<file path="src/rtl/sb_pkg.sv">
// Shared types and constants for the issue-stage scoreboard.
package sb_pkg;

   // Execute-unit writeback latencies (issue edge to retire edge)
   localparam int LAT_ALU   = 1;
   localparam int LAT_LOAD  = 2;
   localparam int LAT_FPADD = 3;
   localparam int LAT_FPMUL = 4;

   // Default geometry; the slot rd field is sized for SB_NREGS registers
   localparam int SB_NREGS   = 32;
   localparam int SB_RW      = $clog2(SB_NREGS);
   localparam int SB_MAX_LAT = 8;
   localparam int SB_LW      = $clog2(SB_MAX_LAT + 1);

   // One writeback-port reservation: slot k retires k edges from now
   typedef struct packed {
      logic             v;
      logic [SB_RW-1:0] rd;
   } slot_t;

endpackage

</file>
<file path="src/rtl/wb_reservation_shift.sv">
// Writeback-port reservation shift register: one slot per future cycle,
// shifts toward slot 0 every edge, with an indexed insert for new issues.
module wb_reservation_shift
   import sb_pkg::*;
#(
   parameter int MAX_LAT = SB_MAX_LAT,
   parameter int LW      = $clog2(MAX_LAT + 1)
) (
   input  logic               clk,
   input  logic               reset,
   input  logic               ins_en,
   input  logic [LW-1:0]      ins_idx,
   input  logic [SB_RW-1:0]   ins_rd,
   output logic [MAX_LAT-1:0] slot_v,
   output slot_t              head
);

   slot_t slot_q [MAX_LAT];
   slot_t slot_d [MAX_LAT];

   // Shift toward the port; the insert overrides whatever shifted in
   always_comb begin
      for (int k = 0; k < MAX_LAT; k++) slot_d[k] = '0;
      for (int k = 0; k < MAX_LAT - 1; k++) slot_d[k] = slot_q[k+1];
      for (int k = 0; k < MAX_LAT; k++) begin
         if (ins_en && ins_idx == LW'(k)) slot_d[k] = '{v: 1'b1, rd: ins_rd};
      end
   end

   // Slot registers; reset drops every reservation
   always_ff @(posedge clk or posedge reset) begin
      if (reset) begin
         for (int k = 0; k < MAX_LAT; k++) slot_q[k] <= '0;
      end else begin
         for (int k = 0; k < MAX_LAT; k++) slot_q[k] <= slot_d[k];
      end
   end

   // Expose occupancy for port-conflict checks
   always_comb begin
      for (int k = 0; k < MAX_LAT; k++) slot_v[k] = slot_q[k].v;
   end

   assign head = slot_q[0];

endmodule

</file>
<file path="src/rtl/pipe_scoreboard.sv">
// Issue-stage scoreboard: per-register pending counters plus a writeback
// reservation shift register; stalls decode on RAW, WAW, port conflicts
// and illegal latencies.
module pipe_scoreboard
   import sb_pkg::*;
#(
   parameter  int NREGS   = SB_NREGS,
   parameter  int MAX_LAT = SB_MAX_LAT,
   parameter  int FWD_WIN = 1,
   localparam int RW      = $clog2(NREGS),
   localparam int LW      = $clog2(MAX_LAT + 1)
) (
   input  logic             clk,
   input  logic             reset,
   input  logic             issue_valid,
   output logic             issue_ready,
   input  logic [RW-1:0]    issue_rs1,
   input  logic [RW-1:0]    issue_rs2,
   input  logic             issue_use1,
   input  logic             issue_use2,
   input  logic [RW-1:0]    issue_rd,
   input  logic             issue_we,
   input  logic [LW-1:0]    issue_lat,
   output logic             wb_valid,
   output logic [RW-1:0]    wb_rd,
   output logic [NREGS-1:0] busy_mask,
   output logic             lat_err
);

   logic [LW-1:0]      cnt_q [NREGS];
   logic [LW-1:0]      cnt_d [NREGS];
   logic               lat_err_q, lat_err_d;
   logic [MAX_LAT-1:0] slot_v;
   slot_t              head;
   logic               raw, waw, port, bad, accept, reserve;

   // Stall terms, all from current state; ready does not look at valid
   always_comb begin
      raw = (issue_use1 && issue_rs1 != '0 && cnt_q[issue_rs1] > LW'(FWD_WIN)) ||
            (issue_use2 && issue_rs2 != '0 && cnt_q[issue_rs2] > LW'(FWD_WIN));
      // A new write must retire strictly after any pending one to the same rd
      waw = issue_we && issue_rd != '0 && cnt_q[issue_rd] >= issue_lat;
      // slot[lat] shifts into slot[lat-1] this edge, exactly where we would insert
      port = 1'b0;
      for (int k = 0; k < MAX_LAT; k++) begin
         if (issue_lat == LW'(k)) port = issue_we && issue_rd != '0 && slot_v[k];
      end
      bad         = issue_lat == '0 || issue_lat > LW'(MAX_LAT);
      issue_ready = !(raw || waw || port || bad);
      accept      = issue_valid && issue_ready;
      reserve     = accept && issue_we && issue_rd != '0;
   end

   // Counters count down to retire; an accepted issue reloads its rd
   always_comb begin
      for (int r = 0; r < NREGS; r++) begin
         cnt_d[r] = (cnt_q[r] != '0) ? cnt_q[r] - LW'(1) : cnt_q[r];
      end
      if (reserve) cnt_d[issue_rd] = issue_lat;
      lat_err_d = lat_err_q || (bad && issue_valid);
   end

   // Counter and sticky-error registers
   always_ff @(posedge clk or posedge reset) begin
      if (reset) begin
         for (int r = 0; r < NREGS; r++) cnt_q[r] <= '0;
         lat_err_q <= 1'b0;
      end else begin
         for (int r = 0; r < NREGS; r++) cnt_q[r] <= cnt_d[r];
         lat_err_q <= lat_err_d;
      end
   end

   // Busy view of the pending counters
   always_comb begin
      for (int r = 0; r < NREGS; r++) busy_mask[r] = cnt_q[r] != '0;
   end

   wb_reservation_shift #(.MAX_LAT(MAX_LAT), .LW(LW)) u_wb_res (
      .clk     (clk),
      .reset   (reset),
      .ins_en  (reserve),
      .ins_idx (issue_lat - LW'(1)),
      .ins_rd  (SB_RW'(issue_rd)),
      .slot_v  (slot_v),
      .head    (head)
   );

   assign wb_valid = head.v;
   assign wb_rd    = RW'(head.rd);
   assign lat_err  = lat_err_q;

endmodule

</file>
<file path="config.mk">
export PLATFORM = sky130hd
export DESIGN_NAME = pipe_scoreboard
export DESIGN_NICKNAME = d
export VERILOG_FILES = /design/src/rtl/sb_pkg.sv /design/src/rtl/wb_reservation_shift.sv /design/src/rtl/pipe_scoreboard.sv
export SDC_FILE = /design/constraint.sdc
export NUM_CORES = 1
export LEC_CHECK = 0
export ABC_AREA = 1
export CAP_MARGIN = 20
export CORE_UTILIZATION = 47
export DETAILED_ROUTE_END_ITERATION = 10
export HOLD_SLACK_MARGIN = 0.1
export PLACE_DENSITY_LB_ADDON = 0.25
export SLEW_MARGIN = 5
export SYNTH_ARGS = -nofsm -noshare
export SYNTH_HDL_FRONTEND = slang
export SYNTH_SLANG_ARGS = --single-unit
</file>
<file path="constraint.sdc">
create_clock -name clk -period 9 [get_ports clk]
set_input_delay 1.8 -clock clk [delete_from_list [all_inputs] [get_ports clk]]
set_output_delay 1.8 -clock clk [all_outputs]
set_load 0.01 [all_outputs]
</file>
After elaboration in Yosys (flattened, before gate mapping) --
Index checks and enable logic that the tools add are counted.
Word-level totals: flip-flop bits (word level) 177, output and inout bits 40, logic and storage cells 239
Operators by class: add/subtract/negate cells 33, order comparisons 8, equality and inequality tests 14, muxes and demuxes 61, bitwise operators 3, reductions and logical operators 71
Operators with widths (number):
- 2-to-1 mux 4 bit | 39
- subtractor 4 x 1 -> 4 bit, second input constant | 33
- bitwise mux 128 bit | 1
- 2-to-1 mux 128 bit | 1
- nonzero test 4 bit | 32
- binary-select mux 4 bit (select 5 bit) | 3
- 2-to-1 mux 6 bit | 8
- == test 4 x 3 -> 1 bit, second input constant | 8
- logical AND 1 bit | 27
- demux 4 bit (select 5 bit) | 1
- >= comparator 6 bit, second input constant | 3
- NOT 5 -> 6 bit | 3
- == test 4 x 2 -> 1 bit, second input constant | 4
- nonzero test 5 bit | 3
- == test 4 x 1 -> 1 bit, second input constant | 2
- > comparator 4 x 1 -> 1 bit, second input constant | 2
- zero test 4 bit | 2
- 2-to-1 mux 1 bit | 8
- logical OR 1 bit | 6
- less-than comparator 6 x 1 -> 1 bit, second input constant | 1
- >= comparator 4 bit | 1
- > comparator 4 bit, second input constant | 1
- zero test 1 bit | 1

Depth between registers and ports, before layout --
depth after elaboration 19, depth in mapped cells 23, gate-level depth less buffers 19

Cells and area by module --
From an unflattened synthesis, not the netlist that was laid out.
Unflattened totals: cell total of the unflattened synthesis 2053, area, all modules 13391.6 um2
By module, submodules not included:
- pipe_scoreboard | instances 1, cells an instance 1822, area an instance 11300.8 um2
- wb_reservation_shift | instances 1, cells an instance 231, area an instance 2090.8 um2

Least setup slack after synthesis --
OpenSTA, ideal clock, no wires.
path kind input -> output, start point in issue_rd[0], end point out issue_ready, arrival 4.271 ns, slack 2.929 ns, stages 18, path buffers 3, cells stage by stage buf_2 -> nand2_1 -> clkbuf_1 -> buf_1 -> o22ai_1 -> o21ai_0 -> nand4_1 -> or2_2 -> ha_1 -> inv_1 -> nor2_1 -> o211ai_1 -> nand4_1 -> nand2_1 -> nand2_1 -> a21oi_2 -> nand3_2 -> inv_1
Between the ends: longest elaborated chain between the ends 14
RTL lines:
- start: declaration | line pipe_scoreboard.sv:21 | input logic [RW-1:0] issue_rd,
- parallel branches: the longest is 11 deep, another holds >= comparator 4 bit
- logical OR 1 bit (*) (2 in a row) | line pipe_scoreboard.sv:49 | issue_ready = !(raw || waw || port || bad);
- zero test 1 bit (*) | line pipe_scoreboard.sv:49
- end: declaration | line pipe_scoreboard.sv:16 | output logic issue_ready,
Every way passes the cells marked *. The select of a mux whose other input is x is not followed.

Final worst setup path --
Same ends and word-level chain as after synthesis.

==> run metrics <==
status finished, final reports clean; CP most frequent cell inv_1; Final Slew Violations 0; crit-path cells clkdlybuf4s50_1 > inv_1 > nor2_1 > clkinv_1 > buf_4 > o22ai_1 > o21ai_0 > nand4_1 > or2_2 > ha_1 > inv_1 > nor2_1 > o211ai_1 > nand4_1 > nand2_1 > nand2_1 > a21oi_2 > nand3_2 > inv_1 > clkdlybuf4s50_1; Setup TNS 0 ns; CTS max path bufs 2; vias per cell 5.59; most used flip-flop cell after synthesis dfrtp_1; # setup viols final 0; top-area cell type share of the netlist area 0.335; antenna cells 0; cell area power density 314 nW/um^2; Top Ports 65; nets 2098; post-cts resize count 0; Hold WS 0.477 ns; Residual DRC 0; synthesized instance count 2019; Post-synth ARST share 1.00; syn_nets 2080; Placeable Area 27300 sq um; Syn. warnings 0; largest cells by area after synthesis dfrtp_1, nand2_1, inv_1; Critical Path Start Type primary input; clock slew seen by the registers of the worst setup and hold paths 0.07 ns; Final min period 8.06 ns; sequential share of the synthesized area 0.335; Reg2Reg Setup Slack 4.64 ns; Synth area leader dfrtp_1; GRT Total Usage 0.306; drt first-iter violations 1547; Least-Margin Pin Slew 1.01 ns; Die Ht 170 um; Critical Path Start issue_rd[0]; HPWL Detailed 30200 um; Clock Latency Late Sink 0.45 ns; Mapped Area 13200 sq um; Yosys cell types 37; Post-synth EDFFs 0; die footprint 28800 sq um; initial antenna violation count 0; arrival time at the worst endpoint 6.26 ns; area grow syn2layout 10.5%; Peak VDD IR 149 uV; Sink Count 177; Register-to-Register Path Depth 18; Final Hold Fails 0; FF-to-FF End u_wb_res.slot_q[2]$_DFF_PP0_; multiplexer share of the synthesized area 0.0206; Layout Utilization 0.536; root buffer cell clkbuf_16; Initial Utilization 0.484; max_slew headroom 0.323; gr ovfl total 0; layout cell share with drive strength beyond 1 0.0356; Placer Congestion 1.03; largest net degree at the start of global routing 83; H-tree Lvls 4; first-pass GRT wire length 67900 um; post-DR wirelength/cell 17.5 um; CTS Hold Bufs 0; slowest CP cell clkdlybuf4s50_1; IO Port Bufs 64; Antenna Nets Post-Route 0; crit path to issue_ready; Compound-Gate Fraction of Synth Area 0.171; clock tree from TritonCTS built; CP Max Fanout 20; Max Fclk 124 MHz; CP Class primary input to primary output; Reg2Reg Launch Point cnt_q[21]$_DFF_PP0_; post-CTS setup buffer count 0; CTS Buf Count 17; unrepaired setup endpoints after global routing no; Pre-antenna DRT Iters 6; number of global-route vias before repair 12400; leak pwr 7.46 nW; worst hold path class flip-flop to flip-flop; synthesized area per cell 6.54 sq um; Simple-Gate Fraction of Synth Area 0.293; Seq cells post-synth 177; max_cap viols 0; Req. time, crit path 7.20 ns; Std-Cell Rows 60; Die W 170 um; critical path's largest stage delay 0.77 ns; total number of vias 13500; Setup Skew 0.0169 ns; synth cell count leaders nand2_1, inv_1, nor2_1, dfrtp_1, o21ai_0; most frequent cell after synthesis nand2_1; Final Cycle Share 0.895; Post-Synth Adder-Cell Area 0.0341; xor and xnor fraction of the mapped netlist area 0.0212; Tot Pwr 4.59 mW; crit path capture type primary output; largest family of logic cells by synthesized area simple AND/OR/NAND/NOR gates; wirelength, routed 42500 um
==> critical path, delay by kind of cell <==
family / cells / cell delay [ns]
buffers and inverters: 7 / 2.51
adders and majority gates: 1 / 0.22
AOI/OAI and AO/OA: 4 / 0.64
and+or+nand+nor: 8 / 1.05
==> state kept, by name, indices dropped and copies added (netlist names) <==
name             count
cnt_q              128
lat_err              1
u_wb_res.head        6
u_wb_res.slot_q     35
u_wb_res.slot_v      7
==> cell usage in the layout, fill, tap and decap left out, drive strengths merged <==
master	n
o22ai	64
inv	311
clkinvlp	1
clkbuf	18
a211oi	1
o41ai	2
dfrtp	177
nor2	209
o31ai	4
nand3	133
nor3	12
clkdlybuf4s50	64
nand4	15
o21ai	186
mux2	1
xor2	32
buf	19
o21bai	66
nand3b	1
nand2	585
or2	3
a21oi	70
a31oi	3
mux2i	26
o211ai	1
clkinv	10
ha	36
==> metal layers <==
layer,track usage,up-vias,part of all wire
met3,0.0543,114,0.088
met1,0.411,6260,0.42
met5,0,-,0
met2,0.479,676,0.45
met4,0.138,0,0.038
li1,-,6481,-
==> how the worst min path moves through the flow <==
| stage | to | cells past startpoint | startpoint |
|---|---|---|---|
| after detailed placement | u_wb_res.slot_v[4]$_DFF_PP0_ | 2 | u_wb_res.slot_v[5]$_DFF_PP0_ |
| final | u_wb_res.head[5]$_DFF_PP0_ | 1 | u_wb_res.slot_v[1]$_DFF_PP0_ |
| after global placement | u_wb_res.slot_v[2]$_DFF_PP0_ | 2 | u_wb_res.slot_v[3]$_DFF_PP0_ |
| after CTS | u_wb_res.slot_v[4]$_DFF_PP0_ | 2 | u_wb_res.slot_v[5]$_DFF_PP0_ |
| after floorplan | u_wb_res.slot_v[3]$_DFF_PP0_ | 2 | u_wb_res.slot_v[4]$_DFF_PP0_ |
| after global routing | u_wb_res.head[5]$_DFF_PP0_ | 1 | u_wb_res.slot_v[1]$_DFF_PP0_ |
==> area by class of cell <==
type                    count  area [sq um]
fillers                  2683         12700
multi-input cells        1450          7140
flip-flops and latches    177          4430
inverters                 308          1170
repair buffers             83           821
well taps                 372           465
clock buffers              18           429
clock inverters            14           140
==> power by group <==
group | leakage (nW) | internal (mW) | switching, mW
Combinational | 4.96 | 0.940 | 1.58
Clock | 0.278 | 0.370 | 0.383
Sequential | 2.22 | 1.09 | 0.223
Total | 7.46 | 2.40 | 2.19
==> per-stage QoR <==
step	setup WS [ns]	area, sq um	cells
after global placement	1.16	14000	2389
after global routing	0.645	14600	2422
after CTS	1.00	14600	2421
after detailed placement	1.02	14000	2389
final	0.944	14600	2422
after floorplan	2.40	13200	2019
==> cell families (layout without fill, tap and decap cells) <==
family                     after synthesis  after routing
adders and majority gates               36             36
DFF                                    177            177
and+or+nand+nor                        958            958
xor gates and xnor gates                32             32
buffers and inverters                  392            423
AOI/OAI and AO/OA                      397            397
muxes                                   27             27
(Power assumes the default switching activity.)
